--- src/rtl/rdat_line_queue.sv ---
`default_nettype none
// ============================================================================
// Module      : rdat_line_queue
// Description : Tags completed AXI read lines with their issue-time ARID and
//               buffers them in a FWFT queue toward the consumer. The optional
//               sticky error flags are enabled with macro RDQ_ERR_CHK_EN.
// Revision    : 1.0 - initial release
// ============================================================================
module rdat_line_queue #(
    parameter int PTR_W          = 2,
    parameter int ALMOST_FULL_TH = 1
) (
    input  logic         clk,
    input  logic         rst_n,
    input  logic         next_rrq,
    input  logic [3:0]   next_rid,
    input  logic [127:0] rdat_m_data,
    input  logic         rdat_m_valid,
    output logic         rqfull_1,
    output logic         q_valid,
    input  logic         q_ready,
    output logic [127:0] q_data,
    output logic [3:0]   q_id,
    output logic         rdq_idle
`ifdef RDQ_ERR_CHK_EN
    ,
    output logic [1:0]   rdq_err
`endif
);
    localparam int             c_DEPTH = 1 << PTR_W;
    localparam int             c_CW    = PTR_W + 1;
    localparam logic [PTR_W:0] c_FULL  = c_CW'(c_DEPTH);

    logic [3:0]       r_id_mem [c_DEPTH];
    logic [PTR_W-1:0] r_id_wptr;
    logic [PTR_W-1:0] r_id_rptr;
    logic [PTR_W:0]   r_id_cnt;

    logic [131:0]     r_d_mem [c_DEPTH];
    logic [PTR_W-1:0] r_d_wptr;
    logic [PTR_W-1:0] r_d_rptr;
    logic [PTR_W:0]   r_d_cnt;

    logic         w_id_empty;
    logic         w_id_full;
    logic         w_id_pop;
    logic         w_id_bypass;
    logic         w_id_push;
    logic [3:0]   w_line_id;
    logic         w_q_pop;
    logic         w_d_full;
    logic         w_d_wr;
    logic [131:0] w_head;
    logic [31:0]  w_used;

    assign w_id_empty  = (r_id_cnt == '0);
    assign w_id_full   = (r_id_cnt == c_FULL);
    assign w_id_pop    = rdat_m_valid && !w_id_empty;
    // An ID issued in the same cycle its line returns never touches storage.
    assign w_id_bypass = rdat_m_valid && w_id_empty && next_rrq;
    assign w_id_push   = next_rrq && !w_id_bypass && (!w_id_full || w_id_pop);
    assign w_line_id   = !w_id_empty ? r_id_mem[r_id_rptr]
                                     : (next_rrq ? next_rid : 4'd0);

    assign w_q_pop  = q_valid && q_ready;
    assign w_d_full = (r_d_cnt == c_FULL);
    assign w_d_wr   = rdat_m_valid && (!w_d_full || w_q_pop);

    always_ff @(posedge clk) begin
        if (!rst_n) begin
            r_id_wptr <= '0;
            r_id_rptr <= '0;
            r_id_cnt  <= '0;
            r_d_wptr  <= '0;
            r_d_rptr  <= '0;
            r_d_cnt   <= '0;
        end else begin
            if (w_id_push) r_id_wptr <= r_id_wptr + PTR_W'(1);
            if (w_id_pop)  r_id_rptr <= r_id_rptr + PTR_W'(1);
            case ({w_id_push, w_id_pop})
                2'b10:   r_id_cnt <= r_id_cnt + c_CW'(1);
                2'b01:   r_id_cnt <= r_id_cnt - c_CW'(1);
                default: r_id_cnt <= r_id_cnt;
            endcase

            if (w_d_wr)  r_d_wptr <= r_d_wptr + PTR_W'(1);
            if (w_q_pop) r_d_rptr <= r_d_rptr + PTR_W'(1);
            case ({w_d_wr, w_q_pop})
                2'b10:   r_d_cnt <= r_d_cnt + c_CW'(1);
                2'b01:   r_d_cnt <= r_d_cnt - c_CW'(1);
                default: r_d_cnt <= r_d_cnt;
            endcase
        end
    end

    // When full with a same-cycle pop, wptr equals rptr: the head is read out
    // this cycle before being overwritten at the edge.
    always_ff @(posedge clk) begin
        if (w_id_push) r_id_mem[r_id_wptr] <= next_rid;
        if (w_d_wr)    r_d_mem[r_d_wptr]   <= {w_line_id, rdat_m_data};
    end

    assign w_head   = r_d_mem[r_d_rptr];
    assign q_id     = w_head[131:128];
    assign q_data   = w_head[127:0];
    assign q_valid  = (r_d_cnt != '0);
    assign rdq_idle = (r_id_cnt == '0) && (r_d_cnt == '0);

    assign w_used   = 32'(r_d_cnt) + 32'(r_id_cnt);
    assign rqfull_1 = (w_used + 32'(ALMOST_FULL_TH)) >= 32'(c_DEPTH);

`ifdef RDQ_ERR_CHK_EN
    logic [1:0] r_err;

    always_ff @(posedge clk) begin
        if (!rst_n) begin
            r_err <= 2'b00;
        end else begin
            if (rdat_m_valid && w_d_full && !w_q_pop)     r_err[0] <= 1'b1;
            if (rdat_m_valid && w_id_empty && !next_rrq) r_err[1] <= 1'b1;
        end
    end

    assign rdq_err = r_err;
`endif

endmodule
`default_nettype wire

--- config.mk ---
export PLATFORM = sky130hd
export DESIGN_NAME = rdat_line_queue
export DESIGN_NICKNAME = d
export VERILOG_FILES = /design/src/rtl/rdat_line_queue.sv
export SDC_FILE = /design/constraint.sdc
export NUM_CORES = 1
export LEC_CHECK = 0
export CAP_MARGIN = 40
export CELL_PAD_IN_SITES_DETAIL_PLACEMENT = 2
export CELL_PAD_IN_SITES_GLOBAL_PLACEMENT = 2
export CORE_ASPECT_RATIO = 0.7
export CORE_MARGIN = 2
export CORE_UTILIZATION = 35
export CTS_CLUSTER_DIAMETER = 50
export DETAILED_ROUTE_END_ITERATION = 7
export PLACE_DENSITY_LB_ADDON = 0.12
export SYNTH_ARGS = -nofsm -noshare
export SYNTH_HDL_FRONTEND = slang
export SYNTH_SLANG_ARGS = --single-unit
--- constraint.sdc ---
create_clock -name clk -period 10 [get_ports clk]
set_input_delay 1 -clock clk [delete_from_list [all_inputs] [get_ports clk]]
set_output_delay 1 -clock clk [all_outputs]
set_load 0.02 [all_outputs]
=== Word level (Yosys, flattened, before mapping) ===
Memory sizes are Yosys's and may differ from the RTL's. A register that Yosys moved wholly into a read port is not among the register bits.
Index checks and enable logic that the tools add are counted.

* Order comparisons: 1
* Reductions and logical operators: 19
* Eq/ne operators: 6
* Multiplexer cells: 12
* Add/subtract/negate cells: 10

{| class="wikitable"
|+ Operators by type and width
! kind !! count
|-
| $pmux W3 S2 || 2
|-
| $add A2 B1 Y2 const B || 4
|-
| $logic_and A1 B1 Y1 || 8
|-
| $mux W2 || 4
|-
| $mux W4 || 2
|-
| $add A3 B1 Y3 const B || 2
|-
| $eq A3 B3 Y1 const B || 2
|-
| $logic_not A3 Y1 || 2
|-
| $sub A3 B1 Y3 const B || 2
|-
| $add A4 B1 Y5 const B || 1
|-
| $ge A5 B3 Y1 const B || 1
|-
| $add A3 B3 Y4 || 1
|-
| $eq A2 B1 Y1 const B || 2
|-
| $eq A2 B2 Y1 const B || 2
|-
| $logic_not A1 Y1 || 4
|-
| $mux W1 || 4
|-
| $reduce_bool A2 Y1 || 2
|-
| $reduce_bool A3 Y1 || 1
|-
| $logic_or A1 B1 Y1 || 2
|}

* Register bits: 14
* Logic and storage cells: 56
* Memory bits (writable): 544
* Memories: 2

{| class="wikitable"
|+ Memories
! name !! words !! bits a word !! rd ports !! clocked after memory_dff !! wr ports !! line !! RTL
|-
| r_d_mem || 4 || 132 || 1 || 1 || 1 || 39 || <nowiki>logic [131:0] r_d_mem [c_DEPTH];</nowiki>
|-
| r_id_mem || 4 || 4 || 1 || 1 || 1 || 34 || <nowiki>logic [3:0] r_id_mem [c_DEPTH];</nowiki>
|}

=== Depth between registers and ports, before layout ===
Gate-level depths: netlist (run 1).

* Depth in word-level cells: 8
* Depth in mapped cells: 7
* Depth with buffers taken out: 6

=== Worst setup path after synthesis (run 1) ===
Ideal clock, no wire load.

* Kind: input to register
* Start: input rdat_m_valid
* End: memory r_d_mem[1][0], enable pin
* Setup slack: 5.036 ns
* Cell stages on the path: 3
* Data arrival time: 4.456 ns
* Path buffers: 2
* Library setup time: 0.508 ns
* Data required time: 9.492 ns
* Path through: buf_2 -> buf_2 -> and3_1

* Longest elaborated chain between the ends: 3

{| class="wikitable"
|+ Ends and longest elaborated chain
! item !! line !! RTL
|-
| start: declaration || 18 || <nowiki>input logic rdat_m_valid,</nowiki>
|-
| $logic_and A1 B1 Y1 || 67 || <nowiki>assign w_d_wr = rdat_m_valid && (!w_d_full || w_q_pop);</nowiki>
|-
| $mux W1 || 100 || <nowiki>if (w_d_wr) r_d_mem[r_d_wptr] <= {w_line_id, rdat_m_data};</nowiki>
|-
| $mux W1 (not written as such) || 100 ||
|-
| end: declaration || 39 ||
|}

No other way between the ends.

==> impl_metrics.toml, run 1 <==
[floorplan]
std_cell_rows = 74
fp.dieH_um = 208
fp.dieW_um = 295
core_area_um2 = 58500
die_area_um2 = 61300
ios = 272
initial_core_util = 0.355

[clock_tree]
clk_latency_ns = 0.59
cts_resized = 0
clock-sinks = 562
cts_setup_buffers = 0
clkTransAtPathRegs_ns = 0.06
ctsHoldBuffers = 0
cts_tree = "yes"
cts_root_buffer = "clkbuf_16"
htreeDepth = 2
cts_buffers = 57
cts_buffer_depth = 3

[power_and_ir_drop]
peakVddDrop_mv = 0.115
intPower_mw = 4.24
seq_power_share = 0.492
powerDensity_nw_per_um2 = 213
comb_power_share = 0.152
switching_share = 0.241
p_leak_nw = 8.25
clkPwrFrac = 0.356
switching_power_mw = 1.35

[setup_path]
critPathCaptureType = "output port"
cpMaxStageDelayCell = "dfxtp_4"
worstPathMaxFanout = 32
cpPeakStageDelay_ns = 0.78
critical_path_arrival_ns = 3.90
cp-start-kind = "flop"
worstPathRequired_ns = 9.00
critPathBufInv = 3
path_cells = "buf_4 -> buf_4 -> mux4_2 -> clkdlybuf4s50_1"
critPathMostFrequentCell = "buf_4"
path_class = "flop to output port"
crit_family = "buffers and inverters"

[logic_synthesis]
synth_cell_types = 36
synthTopCellsByArea = "edfxtp_1, mux4_2, dfxtp_1"
synth.avg_cell_area_um2 = 24.4
syn_inst = 850
synth_most_common_cell = "edfxtp_1"
ys_ff_latch = 562
syn-cell-area_um2 = 20800
yosys.area.top_type = "edfxtp_1"
synthArstFlopShare = 0
synthFlopType = "edfxtp_1"
synth_top_area_frac = 0.787
syn-num-nets = 999
synth_commonest_cells = "edfxtp_1, mux4_2, buf_2, dfxtp_1, nand2_1"
yosys_warnings = 0
seq_area_frac_synth = 0.804
synth-edff-count = 544

[run]
maxCapViolations = 0

[routing]
firstDrtPassIters = 4
ant_nets = 0
vias = 9779
vias_per_cell = 4.87
drtIter0Drc = 623
drc = 0
wl_per_cell_um = 24.7
routed_wl_um = 49500

[timing]
rsz0062_at_grt = "false"
setup_viol = 0
hold_viol = 0
min_period_over_period = 0.490
final.min_clock_period_ns = 4.90
finalSetupTns_ns = 0
slew_headroom = 0.427
worst_pin_slew_ns = 0.851
fin_worst_skew_ns = 0.0172
finalMaxSlewViolations = 0
max_freq_mhz = 204

[global_routing]
use_met3 = 0.0516
grt_pass1_wl_um = 73400
grt_pass1_vias = 10800
grtUsageMet1 = 0.225
grt_use_met2 = 0.253
grt_max_degree = 55
grtUsageTotal = 0.163
grt_overflow_total = 0
grt_antenna_before_repair = 11
busiest_layer = "met2"

[cells_and_area]
postLayoutCellArea_um2 = 26300
fin_cells = 2006
nNetsFinal = 1311
drive_gt1_frac = 0.208
fillers = 5312
area.growth.synth_to_final_pct = 26.6

[placement]
postPlaceCellArea_um2 = 24600
portBuffers = 271
gp_congestion = 0.697
place_hpwl_um = 31800
placed_cells = 1900

[outcome]
outcome = "completed"

[worst_hold_path]
hp-class = "flop to flop"
cell type report:
class / instances / area [um^2] / area share
well taps: 798 / 998 / 0.0380
flip-flops and latches: 562 / 16700 / 0.635
clock inverters: 27 / 196 / 0.00747
clock buffers: 73 / 1530 / 0.0581
repair buffers: 294 / 3020 / 0.115
diodes: 5 / 12.5 / 0.000476
inverters: 9 / 33.8 / 0.00128
multi-input cells: 238 / 3800 / 0.145
through the flow:
stage	setup slack, ns	hold slack [ns]	power, mW	util
2_1_floorplan	5.04	0.468	3.26	-
3_3_place_gp	5.52	0.487	3.65	0.416
3_5_place_dp	5.53	0.503	3.67	0.420
4_1_cts	4.87	0.510	5.69	0.449
5_1_grt	4.69	0.533	5.81	0.449
6_report	5.10	0.500	5.59	0.449
power groups by stage:
stage | clock network (mW) | registers [mW] | logic (mW)
2_1_floorplan | 0 | 2.78 | 0.479
3_3_place_gp | 0 | 2.80 | 0.849
3_5_place_dp | 0 | 2.80 | 0.867
4_1_cts | 2.06 | 2.76 | 0.872
5_1_grt | 2.14 | 2.77 | 0.907
6_report | 1.99 | 2.75 | 0.849
worst register-to-register path: stages (launching register included):
cell and delay (ns):
dfxtp_1 0.59, or4b_4 0.26, and3_4 0.31, buf_4 0.45, buf_4 0.37, buf_16 0.30
per-layer routing:
layer / share of wire / wire length (um)
met2: 0.47 / 23100
met4: 0.016 / 782
met1: 0.44 / 21900
met5: 0.0016 / 80
met3: 0.074 / 3660
logic make-up after synthesis:
logic type	Yosys count	share of synthesized area
compound gates	28	0.00880
xor+xnor	9	0.00380
buf+inv	50	0.0136
fa+ha+maj	12	0.00796
flops	562	0.804
mux	138	0.148
simple gates	51	0.0131
registers in the layout, indices dropped and copies added, names as in the netlist, named ones only:
signal / count
r_d_cnt: 3
r_d_mem: 528
r_d_rptr: 2
r_d_wptr: 2
r_id_cnt: 3
r_id_mem: 16
r_id_rptr: 2
r_id_wptr: 2
final timing paths:
path / to / slack [ns] / from / depth (start not counted)
min reg2reg: r_id_wptr[1] / 0.50 / r_id_wptr[1] / 2
min: r_id_wptr[1] / 0.50 / r_id_wptr[1] / 2
max reg2reg: r_d_mem[1][42] / 7.34 / r_d_cnt[1] / 5
max: q_data[3] / 5.10 / flop / 4
placed cells by master (no fill, tap or decap), types with 3 or more instances in the layout:
| cell type | count |
|---|---|
| edfxtp_1 | 544 |
| clkdlybuf4s50_1 | 271 |
| mux4_2 | 136 |
| clkbuf_16 | 57 |
| dfxtp_1 | 16 |
| nand2_1 | 14 |
| buf_4 | 14 |
| clkbuf_1 | 12 |
| clkinv_2 | 11 |
| nor2_1 | 10 |
| ha_1 | 10 |
| inv_1 | 9 |
| o21ai_0 | 9 |
| clkinv_1 | 8 |
| xor2_1 | 7 |
| diode_2 | 5 |
| nand3_1 | 5 |
| buf_16 | 5 |
| or2_2 | 4 |
| and3_4 | 4 |
| and2_1 | 4 |
| a21oi_1 | 4 |
| clkbuf_8 | 4 |
| or3_1 | 3 |
| o31ai_1 | 3 |
| o211ai_1 | 3 |
| clkinv_4 | 3 |
| buf_12 | 3 |
(Power assumes the default switching activity.)
==> run 2, diff against run 1 <==
clock period = 4.2 ns   (was 10 ns; I/O delays follow)
==> impl_metrics.toml, run 2 (synthesized netlist as in run 1, its figures left out) <==
[outcome]
outcome = "completed"

[cells_and_area]
top_register = "r_d_mem"
largest_registers = "r_d_mem (528), r_id_mem (16)"
area.growth.synth_to_final_pct = 26.8
drive_gt1_frac = 0.201
layout_common_cells = "edfxtp_1, clkdlybuf4s50_1, mux4_2"
nNetsFinal = 1310
largest_register_ffs = 528
postLayoutCellArea_um2 = 26300
fillers = 5322
multiInputGateArea_um2 = 3800
final_common_cell = "edfxtp_1"
seqCellArea_um2 = 16700

[clock_tree]
clk_latency_ns = 0.59
cts_root_buffer = "clkbuf_16"
cts_setup_buffers = 0
htreeDepth = 2
clkTransAtPathRegs_ns = 0.06
cts_buffer_depth = 3
ctsHoldBuffers = 0
cts_buffers = 56
cts_tree = "yes"
cts_resized = 0
clock-sinks = 562

[routing]
ant_nets = 0
wl_per_cell_um = 23.9
vias_per_cell = 4.81
drtIter0Drc = 541
vias = 9661
firstDrtPassIters = 6
routed_wl_um = 48000
drc = 0

[setup_path]
regToRegEndpoint = "r_d_cnt[2]"
worstPathMaxFanout = 30
path_class = "flop to output port"
ff2ff_path_depth = 6
crit_family = "buffers and inverters"
timing.rr.start = "r_d_cnt[0]"
critical_path_arrival_ns = 2.90
worstPathRequired_ns = 3.78
cpMaxStageDelayCell = "dfxtp_4"
cp-start-kind = "flop"
critPathBufInv = 2
ff2ff_setup_slack_ns = 1.95
path_cells = "buf_12 -> mux4_2 -> clkdlybuf4s50_1"
critPathCaptureType = "output port"
cpPeakStageDelay_ns = 0.77

[power_and_ir_drop]
clkPwrFrac = 0.356
power_mw = 13.3
seq_power_share = 0.493
p_leak_nw = 8.24
powerDensity_nw_per_um2 = 505
comb_power_share = 0.151
switching_power_mw = 3.19
peakVddDrop_mv = 0.272
switching_share = 0.240
intPower_mw = 10.1

[timing]
worst_pin_slew_ns = 0.799
max_freq_mhz = 301
finalMaxSlewViolations = 0
min_period_over_period = 0.792
setup_viol = 0
final.min_clock_period_ns = 3.32
fin_worst_skew_ns = 0.0132
slew_headroom = 0.468
rsz0062_at_grt = "false"
worst_slack_ns = 0.875
finalSetupTns_ns = 0
hold_viol = 0

[worst_hold_path]
hold_path_end = "r_d_mem[3][1]"
hp-class = "input pin to flop"
hp-start = "rdat_m_data[1]"
hold_depth = 1

[global_routing]
grt_use_met2 = 0.256
grt_pass1_wl_um = 71800
grt_overflow_total = 0
grt_antenna_before_repair = 9
grt_pass1_vias = 10900
grt_max_degree = 61
grtUsageMet1 = 0.214
busiest_layer = "met2"
use_met3 = 0.0380
grtUsageTotal = 0.158

[floorplan]
die_area_um2 = 61300
fp.dieH_um = 208
fp.dieW_um = 295
initial_core_util = 0.355
core_area_um2 = 58500
std_cell_rows = 74
ios = 272

[run]
maxCapViolations = 0

[placement]
portBuffers = 271
place_hpwl_um = 30500
postPlaceCellArea_um2 = 24600
pre_cts_slack_ns = 1.41
gp_congestion = 0.662
## run 2: power by group through the flow
stage,clock network (mW),logic (mW),registers (mW)
3_3_place_gp,0,2.03,6.67
4_1_cts,4.91,2.06,6.57
5_1_grt,5.10,2.14,6.59
3_5_place_dp,0,2.05,6.69
2_1_floorplan,0,1.14,6.61
6_report,4.74,2.00,6.56
## run 2: worst max-delay path by stage
stage,startpoint,to,slack [ns],cells after the start
detailed placement,rdat_m_valid,r_d_cnt[2],1.41,7
floorplan,rdat_m_valid,r_d_mem[1][0],1.32,3
finish,flop,q_data[91],0.88,3
global route,flop,q_data[91],0.69,3
CTS,flop,q_data[108],0.76,3
global placement,rdat_m_valid,r_d_cnt[2],1.44,7
## run 2: stage by stage
step	cells	hold WS (ns)	utilization
2_1_floorplan	850	0.468	-
6_report	2007	0.458	0.450
3_3_place_gp	1901	0.498	0.421
3_5_place_dp	1901	0.503	0.421
4_1_cts	2005	0.412	0.450
5_1_grt	2007	0.434	0.450
## run 2: worst register-to-register path, stage by stage (launching register included)
cell and delay, ns:
dfxtp_1 0.44, o31ai_1 0.41, nor2_1 0.10, fa_1 0.39
or3b_1 0.37, or3_1 0.31, a31oi_1 0.16
## run 2: cell type report
| type | count | area share |
|---|---|---|
| antenna | 2 | 0.000190 |
| clock buffer | 70 | 0.0560 |
| clock inverter | 34 | 0.00903 |
| inverter | 9 | 0.00128 |
| multi-input combinational | 238 | 0.144 |
| sequential | 562 | 0.634 |
| tap | 798 | 0.0379 |
| timing repair buffer | 294 | 0.117 |
## run 2: per-layer routing
metal / part of all wire / routed length, um
met5: 0.0021 / 99
met4: 0.019 / 934
met2: 0.49 / 23400
met3: 0.052 / 2490
met1: 0.44 / 21000
==> run 3, diff against run 2 <==
clock period = 3.5 ns   (was 4.2 ns; I/O delays follow)
==> impl_metrics.toml, run 3 (synthesized netlist as in run 1, its figures left out) <==
[outcome]
outcome = "completed"

[clock_tree]
ctsHoldBuffers = 0
cts_root_buffer = "clkbuf_16"
cts_resized = 0
cts_tree = "yes"
clkTransAtPathRegs_ns = 0.06
clock-sinks = 562
cts_buffer_depth = 3
cts_setup_buffers = 0
cts_buffers = 56
clk_latency_ns = 0.61
htreeDepth = 2

[global_routing]
grt_pass1_vias = 10800
grt_antenna_before_repair = 9
grt_overflow_total = 0
grt_max_degree = 133
grtUsageTotal = 0.157
grt_pass1_wl_um = 71700

[cells_and_area]
area.growth.synth_to_final_pct = 26.8
layout_common_cells = "edfxtp_1, clkdlybuf4s50_1, mux4_2"
multiInputGateArea_um2 = 3800
largest_registers = "r_d_mem (528), r_id_mem (16)"
fin_cells = 1999
largest_register_ffs = 528
nNetsFinal = 1310
fillers = 5294
final_common_cell = "edfxtp_1"
seqCellArea_um2 = 16700
top_register = "r_d_mem"
drive_gt1_frac = 0.204

[power_and_ir_drop]
p_leak_nw = 8.24
clkPwrFrac = 0.354
peakVddDrop_mv = 0.316
powerDensity_nw_per_um2 = 605
intPower_mw = 12.1
seq_power_share = 0.493
switching_power_mw = 3.82
switching_share = 0.239
comb_power_share = 0.153

[timing]
max_freq_mhz = 315
worst_pin_slew_ns = 0.917
rsz0062_at_grt = "false"
slew_headroom = 0.388
min_period_over_period = 0.906
finalSetupTns_ns = 0
finalMaxSlewViolations = 0
fin_worst_skew_ns = 0.0229
final.min_clock_period_ns = 3.17
setup_viol = 0
hold_viol = 0

[routing]
vias = 9618
firstDrtPassIters = 4
vias_per_cell = 4.81
drtIter0Drc = 445
wl_per_cell_um = 24.0
drc = 0
routed_wl_um = 48100
ant_nets = 0

[floorplan]
fp.dieW_um = 295
ios = 272
std_cell_rows = 74
initial_core_util = 0.355
fp.dieH_um = 208
core_area_um2 = 58500
die_area_um2 = 61300

[setup_path]
critical_path_arrival_ns = 2.82
cpMaxStageDelayCell = "dfxtp_4"
path_cells = "buf_4 -> mux4_2 -> clkdlybuf4s50_1"
path_class = "flop to output port"
cp-start-kind = "flop"
worstPathMaxFanout = 21
cpPeakStageDelay_ns = 0.70
worstPathRequired_ns = 3.15
critPathCaptureType = "output port"

[placement]
portBuffers = 271
place_hpwl_um = 30500
gp_congestion = 0.680
placed_cells = 1901

[run]
maxCapViolations = 0

[worst_hold_path]
hp-class = "input pin to flop"
run 3: per-stage QoR:
step	total power, mW	util	area [um^2]	hold slack (ns)	worst slack (ns)
2_1_floorplan	9.30	-	20800	0.449	0.693
3_3_place_gp	10.5	0.420	24600	0.494	0.765
3_5_place_dp	10.5	0.421	24600	0.524	0.755
4_1_cts	16.2	0.450	26300	0.340	0.169
5_1_grt	16.5	0.450	26300	0.365	0.130
6_report	15.9	0.450	26300	0.386	0.330
run 3: worst paths after layout:
kind / from / endpoint / slack [ns] / depth (start not counted)
setup / recovery: flop / q_id[3] / 0.33 / 3
hold reg to reg: r_id_wptr[0] / r_id_wptr[0] / 0.52 / 2
setup reg to reg: r_d_cnt[0] / r_d_mem[2][118] / 1.11 / 3
hold / removal: rdat_m_data[24] / r_d_mem[3][24] / 0.39 / 1
run 3: area by class of cell:
| type | instances | area share |
|---|---|---|
| inverters | 9 | 0.00128 |
| flip-flops and latches | 562 | 0.635 |
| multi-input cells | 238 | 0.144 |
| diodes | 1 | 0.0000951 |
| clock inverters | 33 | 0.00918 |
| well taps | 798 | 0.0379 |
| repair buffers | 294 | 0.117 |
| clock buffers | 64 | 0.0552 |
run 3: metal layers:
metal | GRT usage | vias up | routed length [um]
met5 | 0 | - | 90
met4 | 0.0389 | 16 | 901
met3 | 0.0463 | 80 | 3050
met2 | 0.257 | 205 | 23400
met1 | 0.208 | 5084 | 20600
li1 | - | 4233 | -
run 3: power by group through the flow:
stage	combinational [mW]	sequential (mW)	clock, mW
3_5_place_dp	2.50	8.01	0
4_1_cts	2.51	7.87	5.84
3_3_place_gp	2.46	7.99	0
5_1_grt	2.60	7.89	6.05
6_report	2.44	7.86	5.63
2_1_floorplan	1.37	7.93	0
run 3: worst max-delay path: cells and delay by family, from the launching register on:
kind                   cells  cell delay [ns]
DFF                        1             0.70
buffers and inverters      2             0.94
muxes                      1             0.57
